<file path="config.mk">
export PLATFORM = sky130hd
export DESIGN_NAME = reference_model_retire_buffer
export DESIGN_NICKNAME = d
export VERILOG_FILES = /design/src/rtl/uvma_rvfi_retire_pkg.sv /design/src/rtl/reference_model_lane_compact.sv /design/src/rtl/reference_model_retire_buffer.sv
export SDC_FILE = /design/constraint.sdc
export NUM_CORES = 2
export LEC_CHECK = 0
export CORE_ASPECT_RATIO = 0.75
export CORE_UTILIZATION = 41
export CTS_BUF_LIST = sky130_fd_sc_hd__clkbuf_2
export DETAILED_ROUTE_END_ITERATION = 8
export SLEW_MARGIN = 20
export SYNTH_ARGS = -nofsm -noshare
export SYNTH_HDL_FRONTEND = slang
export SYNTH_SLANG_ARGS = --single-unit
</file>
<file path="constraint.sdc">
create_clock -name clk_i -period 11.3 [get_ports clk_i]
set_input_delay 2.26 -clock clk_i [delete_from_list [all_inputs] [get_ports clk_i]]
set_output_delay 2.26 -clock clk_i [all_outputs]
set_load 0.01 [all_outputs]
</file>
<file path="src/rtl/uvma_rvfi_retire_pkg.sv">
// Shared RVFI retire record definitions.
// Contents: NRET_MAX lane limit, widest supported PC, and the per-lane
// retire record carried on every lane and out of the buffer head.
package uvma_rvfi_retire_pkg;

    localparam int unsigned NRET_MAX = 8;
    localparam int unsigned XLEN_MAX = 64;
    localparam int unsigned ORDER_W  = 64;
    localparam int unsigned INSN_W   = 32;

    // One retired instruction; pc_rdata is sized for the widest XLEN and
    // narrower configurations keep the upper bits at zero.
    typedef struct packed {
        logic [ORDER_W-1:0]  order;
        logic [INSN_W-1:0]   insn;
        logic [XLEN_MAX-1:0] pc_rdata;
        logic                trap;
        logic                halt;
    } rvfi_entry_t;

endpackage

</file>
<file path="src/rtl/reference_model_lane_compact.sv">
// Lane compaction: prefix count over the lane valid mask.
// Ports:
//   i_valid  - per-lane candidate mask, lane 0 first
//   o_offset - per-lane slot offset (number of set lanes below it)
//   o_count  - total number of set lanes
module reference_model_lane_compact #(
    parameter int unsigned NRET  = 2,
    parameter int unsigned CNT_W = $clog2(NRET + 1)
) (
    input  logic [NRET-1:0]            i_valid,
    output logic [NRET-1:0][CNT_W-1:0] o_offset,
    output logic [CNT_W-1:0]           o_count
);

    logic [CNT_W-1:0] w_run;

    // Running sum: each lane's offset is the count of lower set lanes.
    always_comb begin
        w_run    = '0;
        o_offset = '0;
        for (int i = 0; i < NRET; i++) begin
            o_offset[i] = w_run;
            w_run       = w_run + CNT_W'(i_valid[i]);
        end
        o_count = w_run;
    end

endmodule

</file>
<file path="src/rtl/reference_model_retire_buffer.sv">
// Retire buffer: collects up to NRET RVFI retire lanes per cycle into a
// DEPTH-entry in-order queue, checks order continuity and stops at halt.
// Ports:
//   clk_i, rst_ni              - clock, async active-low reset
//   rvfi_valid_i/rvfi_entry_i  - per-lane retire records, lane 0 oldest
//   flush_i                    - synchronous clear of queue and halt state
//   out_valid_o/out_entry_o    - registered head of queue
//   out_ready_i                - consumer pops head when valid
//   count_o                    - occupied entries
//   overflow_o, order_err_o    - sticky error flags (reset only)
//   halt_seen_o                - halt entry accepted since last flush
module reference_model_retire_buffer
    import uvma_rvfi_retire_pkg::*;
#(
    parameter int unsigned NRET  = 2,
    parameter int unsigned DEPTH = 8,
    parameter int unsigned XLEN  = 32
) (
    input  logic                       clk_i,
    input  logic                       rst_ni,
    input  logic [NRET-1:0]            rvfi_valid_i,
    input  rvfi_entry_t [NRET-1:0]     rvfi_entry_i,
    input  logic                       flush_i,
    output logic                       out_valid_o,
    output rvfi_entry_t                out_entry_o,
    input  logic                       out_ready_i,
    output logic [$clog2(DEPTH+1)-1:0] count_o,
    output logic                       overflow_o,
    output logic                       order_err_o,
    output logic                       halt_seen_o
);

    localparam int unsigned CNT_W  = $clog2(DEPTH + 1);
    localparam int unsigned PTR_W  = $clog2(DEPTH);
    localparam int unsigned LANE_W = $clog2(NRET + 1);
    localparam logic [XLEN_MAX-1:0] PC_MASK =
        (XLEN >= XLEN_MAX) ? '1 : ((XLEN_MAX'(1) << XLEN) - XLEN_MAX'(1));

    rvfi_entry_t          r_mem [DEPTH];
    rvfi_entry_t          r_head;
    logic                 r_out_valid;
    logic [PTR_W-1:0]     r_rd_ptr;
    logic [PTR_W-1:0]     r_wr_ptr;
    logic [CNT_W-1:0]     r_count;
    logic [ORDER_W-1:0]   r_exp_order;
    logic                 r_overflow;
    logic                 r_order_err;
    logic                 r_halt_seen;

    rvfi_entry_t                  w_lane_entry [NRET];
    logic [NRET-1:0]              w_cand;
    logic                         w_cut;
    logic [NRET-1:0][LANE_W-1:0]  w_offset;
    logic [LANE_W-1:0]            w_cand_cnt;
    logic [NRET-1:0]              w_acc;
    logic [PTR_W-1:0]             w_slot [NRET];
    logic                         w_pop;
    logic [CNT_W-1:0]             w_free;
    logic                         w_drop;
    logic [CNT_W-1:0]             w_n_wr;
    logic [CNT_W-1:0]             w_rem;
    logic [CNT_W-1:0]             w_count_nxt;
    logic [PTR_W-1:0]             w_rd_nxt;
    logic [PTR_W-1:0]             w_wr_nxt;
    logic [ORDER_W-1:0]           w_exp;
    logic                         w_err;
    logic                         w_halt;
    rvfi_entry_t                  w_first;
    rvfi_entry_t                  w_head_nxt;

    // Clip PC to the configured XLEN.
    always_comb begin
        for (int i = 0; i < NRET; i++) begin
            w_lane_entry[i]          = rvfi_entry_i[i];
            w_lane_entry[i].pc_rdata = rvfi_entry_i[i].pc_rdata & PC_MASK;
        end
    end

    // Candidates: valid lanes up to and including the first halt lane;
    // nothing once a halt has been accepted. Lanes cut here never count
    // as overflow.
    always_comb begin
        w_cand = '0;
        w_cut  = r_halt_seen;
        for (int i = 0; i < NRET; i++) begin
            if (rvfi_valid_i[i] && !w_cut) begin
                w_cand[i] = 1'b1;
                if (rvfi_entry_i[i].halt) begin
                    w_cut = 1'b1;
                end
            end
        end
    end

    reference_model_lane_compact #(
        .NRET  (NRET),
        .CNT_W (LANE_W)
    ) u_compact (
        .i_valid  (w_cand),
        .o_offset (w_offset),
        .o_count  (w_cand_cnt)
    );

    // Space includes the slot freed by a same-cycle pop.
    assign w_pop       = r_out_valid & out_ready_i;
    assign w_free      = CNT_W'(DEPTH) - r_count + CNT_W'(w_pop);
    assign w_drop      = 32'(w_cand_cnt) > 32'(w_free);
    assign w_n_wr      = w_drop ? w_free : CNT_W'(w_cand_cnt);
    assign w_rem       = r_count - CNT_W'(w_pop);
    assign w_count_nxt = w_rem + w_n_wr;
    assign w_rd_nxt    = r_rd_ptr + PTR_W'(w_pop);
    assign w_wr_nxt    = r_wr_ptr + PTR_W'(w_n_wr);

    // Lowest-offset candidates that fit are written; slots wrap mod DEPTH.
    always_comb begin
        for (int i = 0; i < NRET; i++) begin
            w_acc[i]  = w_cand[i] && (32'(w_offset[i]) < 32'(w_free));
            w_slot[i] = r_wr_ptr + PTR_W'(w_offset[i]);
        end
    end

    // Order continuity with resync, halt detection, and the first written
    // entry (needed when it becomes the head immediately).
    always_comb begin
        w_exp   = r_exp_order;
        w_err   = 1'b0;
        w_halt  = 1'b0;
        w_first = w_lane_entry[0];
        for (int i = 0; i < NRET; i++) begin
            if (w_acc[i]) begin
                if (w_lane_entry[i].order != w_exp) begin
                    w_err = 1'b1;
                end
                w_exp = w_lane_entry[i].order + ORDER_W'(1);
                if (w_lane_entry[i].halt) begin
                    w_halt = 1'b1;
                end
                if (w_offset[i] == '0) begin
                    w_first = w_lane_entry[i];
                end
            end
        end
    end

    // Head comes from this cycle's writes when the queue drains to empty.
    assign w_head_nxt = (w_rem == '0) ? w_first : r_mem[w_rd_nxt];

    // Control state.
    always_ff @(posedge clk_i or negedge rst_ni) begin
        if (!rst_ni) begin
            r_count     <= '0;
            r_out_valid <= 1'b0;
            r_rd_ptr    <= '0;
            r_wr_ptr    <= '0;
            r_exp_order <= '0;
            r_overflow  <= 1'b0;
            r_order_err <= 1'b0;
            r_halt_seen <= 1'b0;
            r_head      <= '0;
        end else if (flush_i) begin
            r_count     <= '0;
            r_out_valid <= 1'b0;
            r_rd_ptr    <= '0;
            r_wr_ptr    <= '0;
            r_halt_seen <= 1'b0;
        end else begin
            r_count     <= w_count_nxt;
            r_out_valid <= (w_count_nxt != '0);
            r_rd_ptr    <= w_rd_nxt;
            r_wr_ptr    <= w_wr_nxt;
            r_exp_order <= w_exp;
            r_overflow  <= r_overflow | w_drop;
            r_order_err <= r_order_err | w_err;
            r_halt_seen <= r_halt_seen | w_halt;
            r_head      <= w_head_nxt;
        end
    end

    // Entry storage; contents are meaningless outside [rd_ptr, rd_ptr+count).
    always_ff @(posedge clk_i) begin
        if (!flush_i) begin
            for (int i = 0; i < NRET; i++) begin
                if (w_acc[i]) begin
                    r_mem[w_slot[i]] <= w_lane_entry[i];
                end
            end
        end
    end

    assign out_valid_o = r_out_valid;
    assign out_entry_o = r_head;
    assign count_o     = r_count;
    assign overflow_o  = r_overflow;
    assign order_err_o = r_order_err;
    assign halt_seen_o = r_halt_seen;

endmodule

</file>
# ---- Word-level counts from Yosys, hierarchy flattened
# Memory sizes are Yosys's and may differ from the RTL's.
# Cells that the tools add are included.
dict set report word_totals {
  regBits 240
  latch_bits 0
  ram_bits 1040
  romBits 0
  inputBits 330
  out_inout_bits 170
  n_memories 1
}
# name depth word_bits read_ports rd_clocked_by_memory_dff write_ports line_no
set memory_table {}
lappend memory_table {r_mem 8 130 1 0 2 reference_model_retire_buffer.sv:39} ;# rvfi_entry_t r_mem [DEPTH];
dict set report op_classes {
  add_sub_neg 10
  mul 0
  div 0
  n_lt_le_gt_ge 3
  n_eq_ne 2
  n_shift 0
  mux 29
  bitwise 4
  reduce_logical 9
}
# cell n
set ops {}
lappend ops {{$mux 162} 3}
lappend ops {{$add 64x1->64 const B} 2}
lappend ops {{$mux 64} 2}
lappend ops {{$ne 64x64->1} 2}
lappend ops {{$mux 1} 20}
lappend ops {{$mux 4} 2}
lappend ops {{$add 3x1->3} 2}
lappend ops {{$mux 3} 2}
lappend ops {{$add 4x1->4} 1}
lappend ops {{$add 4x4->4} 1}
lappend ops {{$gt 2x4->1} 1}
lappend ops {{$logic_and 1x1->1} 4}
lappend ops {{$logic_not 4->1} 1}
lappend ops {{$lt 1x4->1} 1}
lappend ops {{$lt 1x4->1 const A} 1}
lappend ops {{$reduce_bool 4->1} 1}
lappend ops {{$sub 4x1->4} 1}
lappend ops {{$sub 4x4->4 const A} 1}
lappend ops {{$add 3x3->3} 1}
lappend ops {{$or 1x1->1} 3}
lappend ops {{$add 1x1->2} 1}
lappend ops {{$logic_not 1->1} 2}
lappend ops {{$logic_not 2->1} 1}
lappend ops {{$and 1x1->1} 1}

# ---- Logic depth before layout (Yosys ltp)
dict set report logic_depth {
  ltp_word 12
  depth_mapped 17
}

# ---- Cells and area by module
# Synthesis repeated with hierarchy kept, for this count alone.
dict set report unflattened {
  hier_cells 5215
  hier_area_um2 68603.3
}
# module instances cells_per_inst area_each_um2 seq_area_each_um2
set by_module_without_submodules {}
lappend by_module_without_submodules {reference_model_retire_buffer 1 5209 68557.0 36434.9}
lappend by_module_without_submodules {reference_model_lane_compact 1 6 46.3 0.0}

# ---- Least setup slack after synthesis
# OpenSTA, ideal clock, no wires.
dict set report synth_timing {
  path_kind {input -> register}
  startpoint {input port out_ready_i}
  endpoint {memory r_mem[0][0] in the netlist's numbering (enable)}
  setup_time_ns 0.810
  arrival_time_ns 13.431
  setup_slack_ns -2.941
  cell_stages 11
  path_buffers 2
  cell_sequence {nand2_1 > ha_1 > inv_1 > ha_1 > nor3b_1 > nand4_1 > nand2_1 > clkbuf_1 > clkbuf_1 > or3_1 > o31ai_1}
}
# item line_no
set synth_rtl {}
lappend synth_rtl {{start, declared} reference_model_retire_buffer.sv:26} ;# input logic out_ready_i,
lappend synth_rtl {{end, declared} reference_model_retire_buffer.sv:39}

==> run_results.csv <==
group,metric,value,unit
run_status,status,"complete, no violations",
sta,rsz0062_at_grt,"no",
grt,overflow,0,
cts,clock-root-buffer,"clkbuf_2",
sta,worstMarginPinSlew,1.236,ns
sta,setup_slack,4.939,ns
power,ir_drop,0.1938,mV
placement,finalWeightedCongestion,1.008,
sta,fin_crit_sh,0.5629,
power,p_leak,26.02,nW
final_layout,nets,5684,
placement,placed_area,74380,µm²
yosys,seq_area_frac_synth,0.5336,
cts,clkLatencyLatePin,1.85,ns
grt,antenna_found_initial,56,
cts,clkSinkCount,1248,
yosys,syn_inst,4944,
final_layout,drive_gt1_frac,0.3778,
critical_path,cp_max_fo,38,
cts,path_clk_slew,0.09,ns
routing,avgRoutedWirePerCell,29.75,µm
die,dieArea,168200,µm²
sta,setup_viol,0,
final_layout,final_common_cell,"mux2_2",
routing,postRouteAntennaNets,0,
routing,vias_per_cell,5.880,
cts,cts_made_buffers,343,
critical_path,cp-end-kind,"flip-flop",
sta,finalHoldViolations,0,
critical_path,critical_path.max_stage_delay,0.75,ns
final_layout,final_cell_mix,"mux2_2, edfxtp_1, clkbuf_2",
sta,fin_crit,6.361,ns
critical_path,cp_cell_sequence,"clkdlybuf4s50_1 > nand2_1 > ha_1 > or3_1 > a32oi_1 > nor2_1 > a21o_1 > o21ai_0 > and3b_2 > nand2b_1 > nor2_1 > and3_4 > buf_4 > buf_4 > mux2_2",
die,die_h,355.4,µm
critical_path,criticalPathCategory,"primary input to flip-flop",
cts,cts_tree,"yes",
grt,grt_start_max_net_pins,195,
critical_path,crit_buf_inv,3,
critical_path,r2r_slack,5.50,ns
cts,post-cts-setup-buffers,0,
placement,hpwl,132400,µm
placement,pre_cts_ws,3.276,ns
die,floorplan.io_pins,500,
cts,clk_path_buf_depth,4,
routing,routed_wl,233400,µm
die,fp.dieW,473.2,µm
cts,post_cts_resized,0,
sta,fmax,157.2,MHz
yosys,ys.flop_type,"edfxtp_1",
yosys,ys.warnings.count,0,
critical_path,start_kind,"primary input",
routing,drc,0,
routing,vias,46140,
power,p_per_area,196.0,nW/µm²
yosys,synth_edf_count,1040,
worst_hold_path,min_path_type,"primary input to asynchronous set/reset pin",
yosys,avgSynthCellArea,13.81,µm²
sta,hold_ws,0.4284,ns
critical_path,crit_family,"simple AND/OR/NAND/NOR gates",
die,num_rows,129,
flow_run,cap_violations,0,
grt,grt_pass1_wl,335400,µm
final_layout,area_growth,13.41,%
critical_path,cp.arrival,7.81,ns
sta,finClkSkew,0.1546,ns
cts,cts_hold_buf,0,
sta,slew_headroom,0.1758,
critical_path,required,12.75,ns
die,core-area,165100,µm²
yosys,synth_cell_types,79,
sta,slew_violations,0,
routing,drt-initial-drc-count,5161,
yosys,syn_area,68290,µm²
critical_path,cp_slowest_cell,"buf_4",
yosys,async_reset_ff_frac,0.1667,
cts,htree_levels,5,
grt,grt_pass1_vias,46680,
routing,dr.pass1.iters,5,
die,initial_core_util,0.4136,
yosys,synth_seq_cells,1248,
final_layout,stdcell_area,77440,µm²
grt,grt.total_usage,0.2748,
placement,portBuffers,403,
## sequential cells by signal (all words and copies together) (netlist names)
signal and flops:
overflow_o 1, halt_seen_o 1, out_entry_o 130, r_rd_ptr 3, r_wr_ptr 3, r_exp_order 64, count_o 4, order_err_o 1
r_mem 1040, out_valid_o 1
## Yosys cell counts, types with 7 or more instances
cell type | number | area, µm²
mux2_2 | 1153 | 12980
edfxtp_1 | 1040 | 31230
nand2_1 | 390 | 1464
clkbuf_1 | 352 | 1321
o21ai_0 | 310 | 1551
mux4_2 | 260 | 5856
dfrtp_1 | 208 | 5205
xnor2_1 | 179 | 1568
mux2i_1 | 153 | 1531
nor2_1 | 100 | 375.4
xor2_1 | 80 | 700.7
buf_1 | 68 | 255.2
a21oi_1 | 65 | 325.3
nand4_1 | 57 | 356.6
nand3_1 | 55 | 275.3
buf_2 | 53 | 265.3
nor3_1 | 52 | 260.3
inv_1 | 38 | 142.6
buf_4 | 33 | 247.7
nor4_1 | 31 | 193.9
a31oi_1 | 23 | 143.9
o22a_1 | 23 | 201.4
and3_1 | 17 | 106.4
ha_1 | 15 | 187.7
nor2b_1 | 14 | 87.58
or3_1 | 14 | 87.58
o22ai_1 | 13 | 81.33
a211oi_1 | 11 | 82.58
nand3b_1 | 9 | 67.56
o31ai_1 | 9 | 67.56
or4_1 | 8 | 60.06
and4_1 | 7 | 61.31
nand2b_1 | 7 | 43.79
## layer usage
metal	GRT usage	share of wire	up-vias
li1	-	-	19850
met1	0.3879	0.44	23740
met2	0.4064	0.45	2068
met3	0.06703	0.084	459
met4	0.1067	0.033	16
met5	0	0.00043	-
## final timing paths
check	cells after the start	endpoint	start
hold / removal	1	out_entry_o[9]	rst_ni
setup / recovery	15	r_mem[3][82]	out_ready_i
setup reg to reg	16	r_mem[3][82]	out_valid_o
hold reg to reg	2	out_entry_o[87]	out_entry_o[87]
min in group clk_i	2	out_entry_o[87]	out_entry_o[87]
max in group asynchronous	3	out_entry_o[72]	rst_ni
## power by group
| part | internal, W | total [W] | switching [W] |
|---|---|---|---|
| clock network | 0.00129 | 0.00331 | 0.00202 |
| logic | 0.00244 | 0.00565 | 0.00321 |
| registers | 0.00580 | 0.00621 | 0.000414 |
## through the flow
stage	utilization	instances	power [W]	setup TNS [ns]
after floorplan	-	4976	0.009728	-764.55
after global placement	0.4504	7219	0.01189	0
after detailed placement	0.4504	7219	0.01194	0
after CTS	0.4684	7806	0.01527	0
after global routing	0.4690	7844	0.01596	0
final	0.4690	7846	0.01518	0
## layout make-up
type	count	area (µm²)
Tap cell	2227	2786
Timing Repair Buffer	522	5075
Fill cell	14960	87670
Antenna cell	40	100.1
Multi-Input combinational cell	3184	29940
Inverter	38	142.6
Clock buffer	516	2582
Sequential cell	1248	36430
Clock inverter	71	385.4
## logic make-up after synthesis
group	count (synthesis)	synth area share
multiplexers	1566	0.2983
buffers and inverters	544	0.03269
AND/OR/NAND/NOR	789	0.05405
flip-flops	1248	0.5336
XOR/XNOR	261	0.03388
adder cells (fa/ha/maj)	17	0.003335
other	1	0.00005492
AO/OA/AOI/OAI	518	0.04412
No activity file was read; power rests on OpenSTA's default activity.
